===== src/rtl/dbi_if.sv =====
// dbi_if: bus-side word handshake into the DBI decoder and decoded-word handshake out of it.
interface dbi_if #(
    parameter int WIDTH = 8
);
    logic             in_valid;
    logic             in_ready;
    logic [WIDTH-1:0] in_data;
    logic             in_dbi;
    logic             out_valid;
    logic             out_ready;
    logic [WIDTH-1:0] out_data;
    logic             out_err;
    modport master (
        output in_valid, in_data, in_dbi, out_ready,
        input  in_ready, out_valid, out_data, out_err
    );
    modport slave (
        input  in_valid, in_data, in_dbi, out_ready,
        output in_ready, out_valid, out_data, out_err
    );
endinterface


===== src/rtl/dbi_decoder.sv =====
// dbi_decoder: undoes bus inversion, checks the DC/AC encoding rule and counts inverted and illegal words.
module dbi_decoder #(
    parameter int WIDTH = 8,
    parameter int MODE  = 0,
    parameter int CNT_W = 16
) (
    input  logic             clk,
    input  logic             rst,
    dbi_if.slave             bus,
    output logic [CNT_W-1:0] inv_count,
    output logic [CNT_W-1:0] err_count
);
    localparam int CW = $clog2(WIDTH + 1);
    logic [WIDTH-1:0] prev_bus;
    logic [WIDTH-1:0] chk;
    logic [CW-1:0]    cnt;
    logic             acc;
    logic             bad;
    assign bus.in_ready = !bus.out_valid || bus.out_ready;
    assign acc = bus.in_valid && bus.in_ready;
    // DC mode counts zeros on the bus, AC mode counts toggles against the previous bus word
    assign chk = (MODE != 0) ? (bus.in_data ^ prev_bus) : ~bus.in_data;
    always_comb begin
        cnt = '0;
        for (int i = 0; i < WIDTH; i++) cnt = cnt + CW'(chk[i]);
    end
    assign bad = cnt > CW'(WIDTH / 2);
    always_ff @(posedge clk) begin
        if (rst) begin
            bus.out_valid <= 1'b0;
            bus.out_data  <= '0;
            bus.out_err   <= 1'b0;
            inv_count     <= '0;
            err_count     <= '0;
            prev_bus      <= '1;
        end else begin
            bus.out_valid <= acc || (bus.out_valid && !bus.out_ready);
            if (acc) begin
                bus.out_data <= bus.in_dbi ? ~bus.in_data : bus.in_data;
                bus.out_err  <= bad;
                prev_bus     <= bus.in_data;
                if (bus.in_dbi && inv_count != '1) inv_count <= inv_count + 1'b1;
                if (bad && err_count != '1) err_count <= err_count + 1'b1;
            end
        end
    end
endmodule


===== src/flat_wrapper.sv =====
// flat-port wrapper written by rule: the top's interface ports become plain ports
module dbi_decoder_flat 
#(
    parameter int WIDTH = 8,
    parameter int MODE  = 0,
    parameter int CNT_W = 16
)
  (clk, rst, inv_count, err_count, bus_in_valid, bus_in_data, bus_in_dbi, bus_out_ready, bus_in_ready, bus_out_valid, bus_out_data, bus_out_err);
  dbi_if #(.WIDTH(WIDTH)) bus_i ();
  input  logic clk;
  input  logic rst;
  output logic [CNT_W-1:0] inv_count;
  output logic [CNT_W-1:0] err_count;
  input wire logic [$bits(bus_i.in_valid)-1:0] bus_in_valid;
  input wire logic [$bits(bus_i.in_data)-1:0] bus_in_data;
  input wire logic [$bits(bus_i.in_dbi)-1:0] bus_in_dbi;
  input wire logic [$bits(bus_i.out_ready)-1:0] bus_out_ready;
  output wire logic [$bits(bus_i.in_ready)-1:0] bus_in_ready;
  output wire logic [$bits(bus_i.out_valid)-1:0] bus_out_valid;
  output wire logic [$bits(bus_i.out_data)-1:0] bus_out_data;
  output wire logic [$bits(bus_i.out_err)-1:0] bus_out_err;
  assign bus_i.in_valid = bus_in_valid;
  assign bus_i.in_data = bus_in_data;
  assign bus_i.in_dbi = bus_in_dbi;
  assign bus_i.out_ready = bus_out_ready;
  assign bus_in_ready = bus_i.in_ready;
  assign bus_out_valid = bus_i.out_valid;
  assign bus_out_data = bus_i.out_data;
  assign bus_out_err = bus_i.out_err;
  dbi_decoder #(.WIDTH(WIDTH), .MODE(MODE), .CNT_W(CNT_W)) u_core (.clk(clk), .rst(rst), .bus(bus_i), .inv_count(inv_count), .err_count(err_count));
endmodule

===== config.mk =====
export PLATFORM = sky130hd
export DESIGN_NAME = dbi_decoder_flat
export DESIGN_NICKNAME = d
export VERILOG_FILES = /design/src/rtl/dbi_if.sv /design/src/rtl/dbi_decoder.sv /design/src/flat_wrapper.sv
export SDC_FILE = /design/constraint.sdc
export NUM_CORES = 1
export LEC_CHECK = 0
export CAP_MARGIN = 25
export CORE_UTILIZATION = 49
export CTS_BUF_LIST = sky130_fd_sc_hd__clkbuf_16
export CTS_CLUSTER_SIZE = 8
export DETAILED_ROUTE_END_ITERATION = 6
export PLACE_DENSITY_LB_ADDON = 0.2
export SYNTH_ARGS = -nofsm -noshare
export SYNTH_HDL_FRONTEND = slang
export SYNTH_SLANG_ARGS = --single-unit

===== constraint.sdc =====
create_clock -name clk -period 4.6 [get_ports clk]
set_input_delay 0.92 -clock clk [delete_from_list [all_inputs] [get_ports clk]]
set_output_delay 0.92 -clock clk [all_outputs]
set_load 0.02 [all_outputs]

* After elaboration in Yosys (flattened, before gate mapping)
Index checks and enable logic that the tools add are counted. Widths: inputs -> output; s select.
Storage, ports and cells: register bits 42, input bits 13, output and inout bits 43, word-level logic and storage cells 29
Cells by class: $add $sub $neg 9, order comparisons 1, equality and inequality tests 2, muxes and demuxes 1, bitwise logic cells 1, reductions and logical operators 10
Operators by type and width (count):
- $add 16x1->16 const B | 2
- $ne 16x16->1 const B | 2
- $add 4x1->4 | 6
- $mux 8 | 1
- $not 8->8 | 1
- $gt 4x3->1 const B | 1
- $logic_and 1x1->1 | 4
- $reduce_and 2->1 | 2
- $add 1x1->2 | 1
- $logic_not 1->1 | 2
- $logic_or 1x1->1 | 2

* Depth between registers and ports, before layout
depth in word-level cells 11, depth in mapped cells 12, gate-level depth less buffers 11

* Worst setup path before layout
No wires, ideal clock.
path type input-to-reg, from in bus_in_data[0], to reg u_core.err_count[11], setup time 0.070 ns, arrival 4.197 ns, required time 4.530 ns, slack 0.333 ns, cell stages on the path 11, buffers on the path 0, cell sequence inv_1 > ha_1 > fa_1 > fa_1 > fa_1 > fa_1 > nor2_1 > o22ai_1 > nand4_1 > or3_1 > a21oi_1
Between the ends: longest elaborated chain between the ends 11
Ends and longest elaborated chain:
- start: declaration | RTL line flat_wrapper.sv:15 | input wire logic [$bits(bus_i.in_data)-1:0] bus_in_data;
- $not 8->8 | RTL line dbi_decoder.sv:22 | assign chk = (MODE != 0) ? (bus.in_data ^ prev_bus) : ~bus.in_data;
- $add 1x1->2 | RTL line dbi_decoder.sv:25 | for (int i = 0; i < WIDTH; i++) cnt = cnt + CW'(chk[i]);
- $add 4x1->4 (6 in a row) | RTL line dbi_decoder.sv:25
- $gt 4x3->1 | RTL line dbi_decoder.sv:27 | assign bad = cnt > CW'(WIDTH / 2);
- $logic_and 1x1->1 | RTL line dbi_decoder.sv:43 | if (bad && err_count != '1) err_count <= err_count + 1'b1;
- $reduce_and 2->1 (no source line)
- end signal: assignment | RTL line dbi_decoder.sv:43
- end: declaration | RTL line dbi_decoder.sv:11 | output logic [CNT_W-1:0] err_count
Every way passes these cells. A chain may end at the register's enable or synchronous reset.

* Worst setup path in the final report
from in bus_in_data[2], to reg u_core.err_count[12]
Between the ends: longest elaborated chain between the ends 10
Ends and longest elaborated chain (RTL line):
- $not 8->8 | dbi_decoder.sv:22
- $add 4x1->4 (6 in a row) | dbi_decoder.sv:25
- $gt 4x3->1 | dbi_decoder.sv:27
- $logic_and 1x1->1 | dbi_decoder.sv:43
- $reduce_and 2->1 (no source line)
Every way passes these cells.

==> run_results.csv <==
group,metric,value,unit
outcome,status,"finished, final reports clean",
cells_and_area,drive_gt1_share,8.57,%
clock_tree,cts_buffer_depth,2,
timing,max_freq,0.233,GHz
critical_path,path_class,"in -> reg",
cells_and_area,final_util,69.8,%
timing,drv_slew,0,
placed_design,place.gp.congestion,0.810,
power,leakage,1.09,nW
critical_path,r2r_start,"u_core.inv_count[5]$_SDFFE_PP0P_",
power,p_clk_share,44.9,%
clock_tree,cts.sinks,42,
timing,rsz0062_at_grt,"no",
power,internal_power,0.765,mW
timing,min_period_over_period,93.2,%
cells_and_area,postLayoutCellArea,3020,µm²
placed_design,placed_cell_area,2790,µm²
critical_path,r2r_setup_slack,2.42,ns
power,p_seq_share,39.0,%
route,drc_errors,0,
route,via_per_inst,5.47,
cells_and_area,syn2layout_area_growth,37.3,%
clock_tree,h-tree-depth,2,
route,via_count,2008,
critical_path,critPathLaunch,"bus_in_data[2]",
timing,fin_skew,0.00268,ns
die,row_count,24,
yosys,synth-main-ff-cell,"dfxtp_1",
clock_tree,cts_buffers,5,
cells_and_area,regArea,841,µm²
power,power,0.993,mW
power,p_sw,0.228,mW
power,sw_frac_of_total,22.9,%
timing,fin_crit,4.29,ns
timing,relSlewSlack,38.1,%
placed_design,placed_cells,357,
timing,hold-worst-slack,0.501,ns
route,dr.pass1.iters,5,
route,ant_nets,0,
cells_and_area,multi_input_area,1250,µm²
cells_and_area,instances_no_fill,367,
clock_tree,cts_tree,"built",
global_route,grt_max_degree,29,
yosys,synth_edf_count,0,
min_path,worstHoldPathType,"reg -> reg",
timing,worst_pin_slew,0.920,ns
global_route,grt_pass1_vias,1814,
critical_path,crit_end,"u_core.err_count[12]$_SDFFE_PP0P_",
critical_path,required,4.81,ns
timing,hold_viol_final,0,
cells_and_area,nFillCells,352,
min_path,whs_path_depth,2,
power,combPwrFrac,16.1,%
clock_tree,clock_latency,0.28,ns
critical_path,rr_endpoint,"u_core.inv_count[1]$_SDFFE_PP0P_",
cells_and_area,fin_nets,336,
yosys,ys_ff_latch,42,
die,core,4320,µm²
timing,setup_viol,0,
yosys,syn_area_per_cell,8.69,µm²
global_route,grt_antenna_before_repair,0,
cells_and_area,antenna_cells,0,
global_route,grt-ovfl-total,0,
route,post_drt_wl_per_cell,14.1,µm
yosys,ys_types,39,
yosys,synth_fp_nets,275,
critical_path,endpoint_kind,"flip-flop",
die,start_util,50.9,%
clock_tree,clk_pin_slew_worst_paths,0.06,ns
placed_design,dp_hpwl,3520,µm
clock_tree,cts_root_buffer,"clkbuf_16",
die,fp.dieW,69,µm
global_route,track_usage,22.2,%
die,die_area,4760,µm²
die,die_y,69,µm
route,routed_wl,5160,µm
clock_tree,ctsHoldBuffers,0,
power,peakVddDrop,0.239,mV
critical_path,worstPathArrival,4.49,ns
route,dr.first_iter.drc_count,166,
yosys,netlist_area,2200,µm²
min_path,hold_start,"u_core.bus.out_data[5]$_SDFFE_PP0P_",
placed_design,io_buffers,55,
yosys,async_flop_share,0,%
critical_path,cp_max_fo,7,
critical_path,startpoint_type,"primary input",
critical_path,rr_worst_depth,5,
power,powerDensity,329,nW/µm²
yosys,syn_inst,253,
global_route,grt_pass1_wl,8590,µm
yosys,yosys_warnings,0,
yosys,yosysSeqAreaShare,38.2,%
die,ios,56,
job,drv_cap,0,
flip-flops by register name, indices dropped and copies added (netlist names):
register,cells
u_core.bus.out_data,8
u_core.bus.out_err,1
u_core.bus.out_valid,1
u_core.err_count,16
u_core.inv_count,16
how the worst min path moves through the flow:
stage,to,slack (ns)
5_1_grt,u_core.bus.out_data[2]$_SDFFE_PP0P_,0.52
4_1_cts,u_core.bus.out_data[7]$_SDFFE_PP0P_,0.50
3_3_place_gp,u_core.bus.out_data[6]$_SDFFE_PP0P_,0.49
6_report,u_core.bus.out_data[5]$_SDFFE_PP0P_,0.50
3_5_place_dp,u_core.bus.out_err$_SDFFE_PP0P_,0.49
2_1_floorplan,u_core.err_count[1]$_SDFFE_PP0P_,0.57
per-stage QoR:
stage / setup WS [ns] / setup TNS (ns)
2_1_floorplan: 0.333 / 0
3_3_place_gp: -0.0986 / -0.758
3_5_place_dp: -0.186 / -1.66
4_1_cts: 0.0977 / 0
5_1_grt: 0.128 / 0
6_report: 0.312 / 0
placed cells by master (no fill, tap or decap), types with 2 or more instances in the layout:
master and instances:
dlymetal6s2s_1 2, nand2_1 13, and3_1 5, nor4_1 2, clkbuf_16 5, bufinv_16 2, ha_1 4, a21oi_1 12
a31o_2 2, clkdlybuf4s50_1 53, buf_4 10, a211oi_1 11, o2111ai_1 3, or3_1 10, nand3_1 13, xnor2_1 16
and4_1 3, dfxtp_1 42, nor3_1 6, inv_1 11, o21ai_0 8, mux2i_1 2, nand4_1 10, nand2b_1 2
xor2_1 11, fa_1 3, nor2_1 36
layer usage:
| layer | vias up | share of wire [%] | wire length (µm) | global-route usage (%) |
|---|---|---|---|---|
| met2 | 55 | 49 | 2520 | 36.6 |
| met1 | 933 | 47 | 2410 | 28.7 |
| met5 | - | 0 | 0 | 0 |
| met4 | 0 | 0.48 | 25 | 6.35 |
| li1 | 1018 | - | - | - |
| met3 | 2 | 4.1 | 211 | 5.70 |
what timing repair did:
action | CTS | global route
setup buffers | 0 | 2
endpoints found under the setup margin | 0 | 10
endpoints found under the hold margin | 0 | 0
resized for setup | 0 | 6
layout make-up:
class	count	share of cell area, %
clock buffer	5	4.14
inverter	12	1.49
tap	52	2.15
timing repair buffer	65	20.9
clock inverter	3	2.11
sequential	42	27.8
multi-input combinational	188	41.4
cells in the mapped netlist (2+ instances only):
| master | count | area (µm²) |
|---|---|---|
| and4_1 | 3 | 26.3 |
| nand2b_1 | 2 | 12.5 |
| xor2_1 | 11 | 96.3 |
| fa_1 | 4 | 80.1 |
| dfxtp_1 | 42 | 841 |
| nand3_1 | 13 | 65.1 |
| o2111ai_1 | 3 | 26.3 |
| or3_1 | 10 | 62.6 |
| nor4_1 | 2 | 12.5 |
| nor3_1 | 6 | 30.0 |
| a211oi_1 | 11 | 82.6 |
| o21ai_0 | 8 | 40.0 |
| inv_1 | 12 | 45.0 |
| nor2_1 | 36 | 135 |
| nand2_1 | 13 | 48.8 |
| nand4_1 | 10 | 62.6 |
| a31o_2 | 2 | 17.5 |
| xnor2_1 | 16 | 140 |
| clkbuf_1 | 5 | 18.8 |
| and3_1 | 5 | 31.3 |
| a21oi_1 | 13 | 65.1 |
| buf_6 | 4 | 45.0 |
| mux2i_1 | 2 | 20.0 |
| ha_1 | 5 | 62.6 |
worst max-delay path, stage by stage:
cell and delay, ns:
clkdlybuf4s50_1 0.49, inv_1 0.07, fa_1 0.55, fa_1 0.44, fa_2 0.39, fa_1 0.44, xnor2_1 0.14, o22ai_1 0.12
buf_4 0.15, nand4_1 0.21, or3_1 0.44, a21oi_2 0.14
cell families (layout without fill, tap and decap cells):
family / count (synthesis) / after routing / share of synthesized area, %
and+or+nand+nor: 107 / 107 / 24.9
AOI/OAI and AO/OA: 43 / 43 / 12.9
DFF: 42 / 42 / 38.2
xor gates and xnor gates: 27 / 27 / 10.8
buffers and inverters: 23 / 85 / 5.80
adders and majority gates: 9 / 9 / 6.48
muxes: 2 / 2 / 0.910
power groups by stage:
| stage | clock network [mW] | logic, mW | registers [mW] |
|---|---|---|---|
| after floorplan | 0 | 0.0784 | 0.408 |
| after global placement | 0 | 0.151 | 0.395 |
| after detailed placement | 0 | 0.155 | 0.395 |
| after CTS | 0.451 | 0.156 | 0.387 |
| after global routing | 0.470 | 0.177 | 0.389 |
| final | 0.446 | 0.160 | 0.388 |
Note: power is estimated with default switching activity, not from simulation.
